File: config.mk
export PLATFORM = sky130hd
export DESIGN_NAME = elevator_request_scheduler
export DESIGN_NICKNAME = d
export VERILOG_FILES = /design/src/rtl/elevator_pkg.sv /design/src/rtl/floor_priority_finder.sv /design/src/rtl/elevator_request_scheduler.sv
export SDC_FILE = /design/constraint.sdc
export NUM_CORES = 1
export LEC_CHECK = 0
export BUFFER_PORTS_ARGS = -buffer_cell sky130_fd_sc_hd__buf_4
export CORE_MARGIN = 1
export CORE_UTILIZATION = 35
export CTS_CLUSTER_DIAMETER = 200
export CTS_CLUSTER_SIZE = 16
export DETAILED_ROUTE_END_ITERATION = 10
export GPL_ROUTABILITY_DRIVEN = 0
export PLACE_DENSITY = 0.64
export SLEW_MARGIN = 10
export SYNTH_ARGS = -nofsm -noshare
export SYNTH_HDL_FRONTEND = slang
export SYNTH_SLANG_ARGS = --single-unit
File: constraint.sdc
create_clock -name clk -period 5 [get_ports clk]
set_clock_uncertainty 0.05 [all_clocks]
set_input_delay 0.75 -clock clk [delete_from_list [all_inputs] [get_ports clk]]
set_output_delay 0.75 -clock clk [all_outputs]
set_load 0.05 [all_outputs]
File: src/rtl/elevator_pkg.sv
// Shared defaults and FSM encoding for the elevator request scheduler.
package elevator_pkg;

  localparam int          NUM_FLOORS_DEF   = 10;
  localparam logic [31:0] DWELL_CYCLES_DEF = 32'd5000000;

  typedef enum logic [1:0] {
    ST_IDLE       = 2'd0,
    ST_SERVE_UP   = 2'd1,
    ST_SERVE_DOWN = 2'd2,
    ST_DWELL      = 2'd3
  } state_t;

endpackage

File: src/rtl/floor_priority_finder.sv
// Nearest pending floor above and below the car's current floor.
module floor_priority_finder
  import elevator_pkg::*;
#(
  parameter int NUM_FLOORS = NUM_FLOORS_DEF
) (
  input  logic [NUM_FLOORS-1:0] pending,
  input  logic [3:0]            current_floor,
  output logic [3:0]            above_floor,
  output logic                  above_found,
  output logic [3:0]            below_floor,
  output logic                  below_found
);

  always_comb begin
    above_floor = '0;
    above_found = 1'b0;
    below_floor = '0;
    below_found = 1'b0;
    // high-to-low scan leaves the lowest hit above
    for (int i = NUM_FLOORS - 1; i >= 0; i--) begin
      if (pending[i] && (i > int'(current_floor))) begin
        above_floor = 4'(i);
        above_found = 1'b1;
      end
    end
    for (int i = 0; i < NUM_FLOORS; i++) begin
      if (pending[i] && (i < int'(current_floor))) begin
        below_floor = 4'(i);
        below_found = 1'b1;
      end
    end
  end

endmodule

File: src/rtl/elevator_request_scheduler.sv
// Sweep scheduler: latches floor calls and steers the car up/down
// with a door-dwell phase at every served floor.
module elevator_request_scheduler
  import elevator_pkg::*;
#(
  parameter int          NUM_FLOORS   = NUM_FLOORS_DEF,
  parameter logic [31:0] DWELL_CYCLES = DWELL_CYCLES_DEF
) (
  input  logic                  clk,
  input  logic                  rst_n,
  input  logic [NUM_FLOORS-1:0] call_req,
  input  logic [3:0]            current_floor,
  input  logic                  elevator_idle,
  output logic [3:0]            requested_floor,
  output logic [NUM_FLOORS-1:0] pending,
  output logic                  direction_up,
  output logic                  dwell_active
);

  state_t                state_q, state_d;
  logic [31:0]           cnt_q, cnt_d;
  logic [3:0]            req_d;
  logic                  dir_d, dwell_d;
  logic [NUM_FLOORS-1:0] pend_d, here_mask, clr_mask;
  logic                  floor_valid, here_pend, here_call;
  logic [3:0]            above_floor, below_floor;
  logic                  above_found, below_found;

  floor_priority_finder #(
    .NUM_FLOORS(NUM_FLOORS)
  ) u_finder (
    .pending      (pending),
    .current_floor(current_floor),
    .above_floor  (above_floor),
    .above_found  (above_found),
    .below_floor  (below_floor),
    .below_found  (below_found)
  );

  always_comb begin
    here_mask = '0;
    for (int i = 0; i < NUM_FLOORS; i++)
      here_mask[i] = (int'(current_floor) == i);
  end

  assign floor_valid = int'(current_floor) < NUM_FLOORS;
  assign here_pend   = |(pending & here_mask);
  assign here_call   = |(call_req & here_mask);

  always_comb begin
    state_d  = state_q;
    cnt_d    = cnt_q;
    req_d    = requested_floor;
    dir_d    = direction_up;
    clr_mask = '0;
    if (floor_valid) begin
      unique case (state_q)
        ST_IDLE: begin
          req_d = current_floor;
          if (here_pend) begin
            clr_mask = here_mask;
            cnt_d    = DWELL_CYCLES;
            state_d  = ST_DWELL;
          end else if (above_found) begin
            state_d = ST_SERVE_UP;
            dir_d   = 1'b1;
            req_d   = above_floor;
          end else if (below_found) begin
            state_d = ST_SERVE_DOWN;
            dir_d   = 1'b0;
            req_d   = below_floor;
          end
        end
        ST_SERVE_UP, ST_SERVE_DOWN: begin
          if (current_floor == requested_floor) begin
            // hold target until the car reports stopped
            if (elevator_idle) begin
              clr_mask = here_mask;
              cnt_d    = DWELL_CYCLES;
              state_d  = ST_DWELL;
            end
          end else if (state_q == ST_SERVE_UP && above_found) begin
            req_d = above_floor;
          end else if (state_q == ST_SERVE_DOWN && below_found) begin
            req_d = below_floor;
          end else begin
            state_d = ST_IDLE;
            req_d   = current_floor;
          end
        end
        ST_DWELL: begin
          req_d = current_floor;
          if (here_pend || here_call) begin
            clr_mask = here_mask;
            cnt_d    = DWELL_CYCLES;
          end else if (cnt_q > 32'd1) begin
            cnt_d = cnt_q - 32'd1;
          end else begin
            cnt_d = '0;
            if (direction_up ? above_found : below_found) begin
              state_d = direction_up ? ST_SERVE_UP : ST_SERVE_DOWN;
              req_d   = direction_up ? above_floor : below_floor;
            end else if (direction_up ? below_found : above_found) begin
              dir_d   = ~direction_up;
              state_d = direction_up ? ST_SERVE_DOWN : ST_SERVE_UP;
              req_d   = direction_up ? below_floor : above_floor;
            end else begin
              state_d = ST_IDLE;
            end
          end
        end
        default: state_d = ST_IDLE;
      endcase
    end
    pend_d  = (pending | call_req) & ~clr_mask;
    dwell_d = (state_d == ST_DWELL);
  end

  always_ff @(posedge clk) begin
    if (!rst_n) begin
      state_q         <= ST_IDLE;
      cnt_q           <= '0;
      pending         <= '0;
      requested_floor <= '0;
      direction_up    <= 1'b1;
      dwell_active    <= 1'b0;
    end else begin
      state_q         <= state_d;
      cnt_q           <= cnt_d;
      pending         <= pend_d;
      requested_floor <= req_d;
      direction_up    <= dir_d;
      dwell_active    <= dwell_d;
    end
  end

endmodule

==> results of run 1 <==
registers in the layout, summed over array words and instances, names as in the netlist:
register         flops
direction_up         1
requested_floor      4
state_q              2
cnt_q               32
dwell_active         1
pending             10
cell type report:
| type | count | area [sq um] | area share (%) |
|---|---|---|---|
| Clock buffer | 5 | 68.8 | 1.65 |
| Sequential cell | 50 | 1000 | 24.1 |
| Timing Repair Buffer | 34 | 255 | 6.14 |
| Clock inverter | 3 | 47.5 | 1.14 |
| Inverter | 17 | 63.8 | 1.53 |
| Tap cell | 136 | 170 | 4.09 |
| Multi-Input combinational cell | 402 | 2550 | 61.4 |
worst paths after layout:
path,startpoint,to,slack (ns),depth (start not counted)
worst min-delay path,cnt_q[21]$_SDFFE_PN0P_,cnt_q[21]$_SDFFE_PN0P_,0.45,2
worst max-delay path,current_floor[2],cnt_q[25]$_SDFFE_PN0P_,1.60,9
worst min register to register,cnt_q[21]$_SDFFE_PN0P_,cnt_q[21]$_SDFFE_PN0P_,0.45,2
worst max register to register,cnt_q[8]$_SDFFE_PN0P_,cnt_q[24]$_SDFFE_PN0P_,1.79,7
metal layers:
layer | vias up | wire length (um) | global-route usage, %
li1 | 1875 | - | -
met1 | 1799 | 4860 | 26.6
met2 | 152 | 5000 | 32.2
met3 | 16 | 738 | 2.04
met4 | 0 | 141 | 4.37
met5 | - | 0 | 0
stage by stage:
step | power (mW) | hold WS [ns] | setup WS [ns] | area, sq um
after global placement | 2.02 | 0.434 | 1.40 | 4040
after floorplan | 1.72 | 0.404 | 2.03 | 3770
final | 2.37 | 0.453 | 1.60 | 4160
after global routing | 2.56 | 0.470 | 1.37 | 4160
after detailed placement | 2.04 | 0.438 | 1.32 | 4040
after CTS | 2.35 | 0.453 | 1.63 | 4160
cells in the mapped netlist, types with 7 or more instances:
cell,instances,share of area [%]
a31oi_1,11,1.8
nor4_1,16,2.7
a21boi_0,10,2.0
nor2_1,56,5.6
xnor2_1,13,3.0
nand2_1,39,3.9
dfxtp_1,50,27
xor2_1,10,2.3
nor3_1,21,2.8
nand3_1,7,0.93
nand2b_1,8,1.3
o21ai_0,53,7.0
clkbuf_1,19,1.9
a21oi_1,28,3.7
inv_1,16,1.6
layout by cell type (no fill, tap or decap), types with 6 or more instances in the layout:
cell type	instances
inv_1	16
a21oi_1	28
nand3_1	7
or3_1	6
xnor2_1	13
buf_4	34
nor3_1	21
nand2_1	39
a31oi_1	11
xor2_1	10
nand2b_1	8
a211oi_1	6
a21boi_0	10
o21ai_0	53
nor4_1	16
dfxtp_1	50
ha_1	6
nor2_1	56
cells by family after synthesis:
logic type / synth area share, %
multiplexers: 1.92
AO/OA/AOI/OAI: 29.9
XOR/XNOR: 5.77
flip-flops: 26.5
buffers and inverters: 5.87
adder cells (fa/ha/maj): 1.99
AND/OR/NAND/NOR: 28.0
critical path, stage by stage:
cell,delay [ns]
buf_4,0.30
mux2i_1,0.12
o32ai_1,0.56
nor4_4,0.16
a221oi_4,0.64
nand4_2,0.27
or4_1,0.49
xor2_1,0.18
nor2_2,0.04
where the power goes:
part / switching, mW / internal (mW) / leakage, nW
clock network: 0.156 / 0.152 / 0.0587
registers: 0.144 / 0.511 / 0.410
logic: 0.905 / 0.496 / 1.06
total: 1.21 / 1.16 / 1.53
==> metrics.txt, run 1 <==
status finished, final reports clean; final hold viol count 0; worst-skew pair later-pin latency slightly above 0.3 ns; CTS resizes 0; clock sink total 50; Synth Instances 500; fin util 40.1%; Yosys cell types 74; I/O pins 33; Layout Nets 533; CP Data Arrival Time about 3.5 ns; Max Fanout on Critical Path 31; global-route wire length before repair about 18000 um; Yosys reg bits 50; Crit. End Element flop; synthesized cell area 0.00377 sq mm; Async SR Flop Fraction 0%; Post-CTS Setup Bufs 0; placed cells ~640; fmax 294 MHz; Synth-to-Final Area Change 10.2%; Tmin final around 3.4 ns; initial antenna violation count 0; HP Class reg -> reg; Synth Warn # 0; DP Wirelength 7580 um; Syn Area/Cell 7.55 sq um; Leak around 1.5 nW; PD cells between 500 and 600 mW/mm^2; fraction of layout cells with a size suffix above 1 12.3%; initial DRC count around 240; Setup violations, final 0; clock tree buffer depth 2; MaxCap Viol Count 0; VDD IR-drop max 258 uV; required time worst endpoint roughly 5.1 ns; clk root buf clkbuf_8; post-route ant nets 0; RSZ-0062 raised after global routing false; Worst-Margin Slew around 0.8 ns; largest net degree at the start of global routing 32; die height approximately 110 um; DRC viols 0; CTS Buf Count 5; Port Buffers 32; total die area approximately 0.011 sq mm; Overflow after GRT 0; sequential-to-total area share from yosys stat 26.5%; crit start category input port; Primary FF master, synth dfxtp_1; Post-synth EDFFs 0; GRT Total Usage between 10% and 20%; Fill cells 1074; H-tree lvl count 2; CTS tree done; via count around 3800; clock transition at the registers of the reported paths 0.10 ns; Via-to-Cell Ratio approximately 5.9; CORE AREA roughly 0.010 sq mm; Die X 106 um; period utilisation layout 68.1%; crit path kind in -> reg; Antenna diodes 0; vias in the first global route between 3000 and 4000; Slew HR between 40% and 50%; Routed WL about 11000 um; Setup TNS 0 ns; Syn Nets 523; Initial Util a little over a third; wire length per cell about 17 um; std cell rows 37; hold buffers post-CTS 0; first-pass iteration count of the detailed router 5; non-filler cells, final ~650; final max-slew violation count 0
(Power assumes the default switching activity.)
==> run 2: changes to the inputs <==
--- a/config.mk
+++ b/config.mk
@@ -12,7 +12,7 @@
 export CTS_CLUSTER_SIZE = 16
 export DETAILED_ROUTE_END_ITERATION = 10
 export GPL_ROUTABILITY_DRIVEN = 0
-export PLACE_DENSITY = 0.64
+export PLACE_DENSITY = 0.65
 export SLEW_MARGIN = 10
 export SYNTH_ARGS = -nofsm -noshare
 export SYNTH_HDL_FRONTEND = slang
==> constraint.sdc (replaced) <==
create_clock -name clk -period 2.88 [get_ports clk]
set_clock_uncertainty 0.05 [all_clocks]
set_input_delay 0.432 -clock clk [delete_from_list [all_inputs] [get_ports clk]]
set_output_delay 0.432 -clock clk [all_outputs]
set_load 0.05 [all_outputs]
==> run 2 against run 1 <==
Against the previous run: total power grew 87%; hold slack worse by 0.097 ns; flip-flop and latch count did not move; critical endpoint unchanged; largest cell class unchanged; highest routed layer unchanged.
==> metrics.txt, run 2 (synthesis gave the netlist of run 1 again) <==
Via-to-Cell Ratio 5.84 (was 5.94); initial DRC count 303 (was 236); worst reg-to-reg path cell count 8 (was 7); initial antenna violation count 0 (unchanged); worst-skew pair later-pin latency 0.31 ns (about the same); Port Buffers 32 (unchanged); most frequent cells in the layout buf_4, nor2_1, o21ai_0, dfxtp_1, nand2_1 (was nor2_1, o21ai_0, dfxtp_1, nand2_1, buf_4); most common cell after layout, fill and taps aside buf_4 (was nor2_1); Slowest-stage cell, CP dfxtp_1 (was a221oi_4); footprint of the multi-input gates 0.00256 sq mm (was 0.00255 sq mm); period utilisation layout 93.6%; max FFs per register 32 (unchanged); clock transition at the registers of the reported paths 0.10 ns (about the same); crit path kind reg -> reg (was in -> reg); RSZ-0062 raised after global routing false (unchanged); via count 4040 (was 3842); hold depth 3 (was 2); fmax 371 MHz; GRT Total Usage 20.7% (was 19.3%); Antenna diodes 0 (unchanged); Layout Nets 579 (was 533); Post-CTS Setup Bufs 0 (unchanged); Max Fanout on Critical Path 8 (was 31); clock tree buffer depth 2 (unchanged); clk root buf clkbuf_8 (unchanged); Crit. End Element flop (unchanged); H-tree lvl count 2 (unchanged); CP Data Arrival Time 2.85 ns (was 3.54 ns); Synth-to-Final Area Change 18.9% (was 10.2%); Die X 106 um (unchanged); MaxCap Viol Count 0 (unchanged); wire length per cell 16.6 um (about the same); die height 106 um (unchanged); CTS tree done (unchanged); CTS Buf Count 5 (unchanged); Slew HR 55.8% (was 44.9%); total die area 0.0112 sq mm (unchanged); VDD IR-drop max 489 uV (was 258 uV); Worst-Margin Slew 0.654 ns (was 0.817 ns); CORE AREA 0.0104 sq mm (unchanged); CP bufs+invs 0 (was 1); Overflow after GRT 0 (unchanged); DP Wirelength 8290 um (was 7580 um); PD cells 987 mW/mm^2 (was 569 mW/mm^2); required time worst endpoint 3.03 ns (was 5.14 ns); FF+latch area 0.00100 sq mm (unchanged); HP Class in -> reg (was reg -> reg); worst path cell trace nand3b_1 > a21boi_0 > nor4_4 > a221oi_4 > nand4_2 > or4_1 > xor2_1 > nor2_2 (was buf_4 > mux2i_1 > o32ai_1 > nor4_4 > a221oi_4 > nand4_2 > or4_1 > xor2_1 > nor2_2); Leak 1.74 nW (was 1.53 nW); Fill cells 1076 (was 1074); final hold viol count 0 (unchanged); top flop regs cnt_q x32, pending x10, requested_floor x4 (unchanged); crit start category flop (was input port); status finished, final reports clean (unchanged); Initial Util 36.4% (unchanged); first-pass iteration count of the detailed router 5 (unchanged); Worst path max stage delay 0.55 ns (was 0.64 ns); cell family with most CP delay compound AO/OA/AOI/OAI gates (unchanged); post-route ant nets 0 (unchanged); Routed WL 11500 um (was 10700 um); final max-slew violation count 0 (unchanged); global-route wire length before repair 18900 um (was 17700 um); largest net degree at the start of global routing 30 (was 32); vias in the first global route 3829 (was 3571); fraction of layout cells with a size suffix above 1 19.6% (was 12.3%); Setup TNS 0 ns (unchanged); I/O pins 33 (unchanged); std cell rows 37 (unchanged); Setup violations, final 0 (unchanged); WP depth 8 (was 9); Hold WS 0.356 ns (was 0.453 ns); Reg with most FFs cnt_q (unchanged); DRC viols 0 (unchanged); Tmin final approximately 2.7 ns; clock sink total 50 (unchanged)
-- run 2: path summary, 6_finish.rpt --
path                               start                endpoint  slack, ns
setup reg to reg   pending[4]$_SDFF_PN0_  cnt_q[25]$_SDFFE_PN0P_       0.18
hold / removal               call_req[5]   pending[5]$_SDFF_PN0_       0.36
hold reg to reg   cnt_q[21]$_SDFFE_PN0P_  cnt_q[21]$_SDFFE_PN0P_       0.45
setup / recovery   pending[4]$_SDFF_PN0_  cnt_q[25]$_SDFFE_PN0P_       0.18
-- run 2: metrics by stage --
step           util, %  setup slack [ns]  cell area (sq um)  cells  total power, mW
5_1_grt           43.3           0.00445               4490    692             4.80
6_report          43.3             0.185               4490    692             4.43
4_1_cts           43.2             0.210               4480    692             4.36
3_5_place_dp      42.4            0.0494               4400    685             3.93
3_3_place_gp      42.4            0.0815               4400    685             3.89
2_1_floorplan        -            0.0304               3770    500             2.99
-- run 2: power breakdown --
group	internal [mW]	switching (mW)	total (mW)	leakage (nW)
Clock	0.169	0.250	0.419	0.0444
Sequential	0.888	0.239	1.13	0.410
Combinational	1.18	1.70	2.88	1.29
Total	2.24	2.19	4.43	1.74
-- run 2: per-layer routing --
layer | share of wire [%] | GRT usage (%) | routed length, um
met5 | 0 | 0 | 0
met3 | 7.6 | 3.34 | 870
met2 | 47 | 34.5 | 5350
met4 | 1.5 | 6.05 | 175
met1 | 44 | 27.3 | 5070
-- run 2: cell type report --
class	count	share of cell area, %
multi-input cells	402	57.0
flip-flops and latches	50	22.3
repair buffers	80	13.7
well taps	136	3.79
clock buffers	5	1.53
inverters	17	1.42
clock inverters	2	0.307
-- run 2: what timing repair did --
action                                  CTS  global route
gates resized for setup                   0             1
endpoints found under the setup margin    0             2
hold buffers                              0             0
-- run 2: worst register-to-register path, cell delays in order, from the launching register on --
cell and delay, ns:
dfxtp_1 0.55, nand3b_1 0.12, a21boi_0 0.53, nor4_4 0.14, a221oi_4 0.44, nand4_2 0.13, or4_1 0.44, xor2_1 0.17
nor2_2 0.04
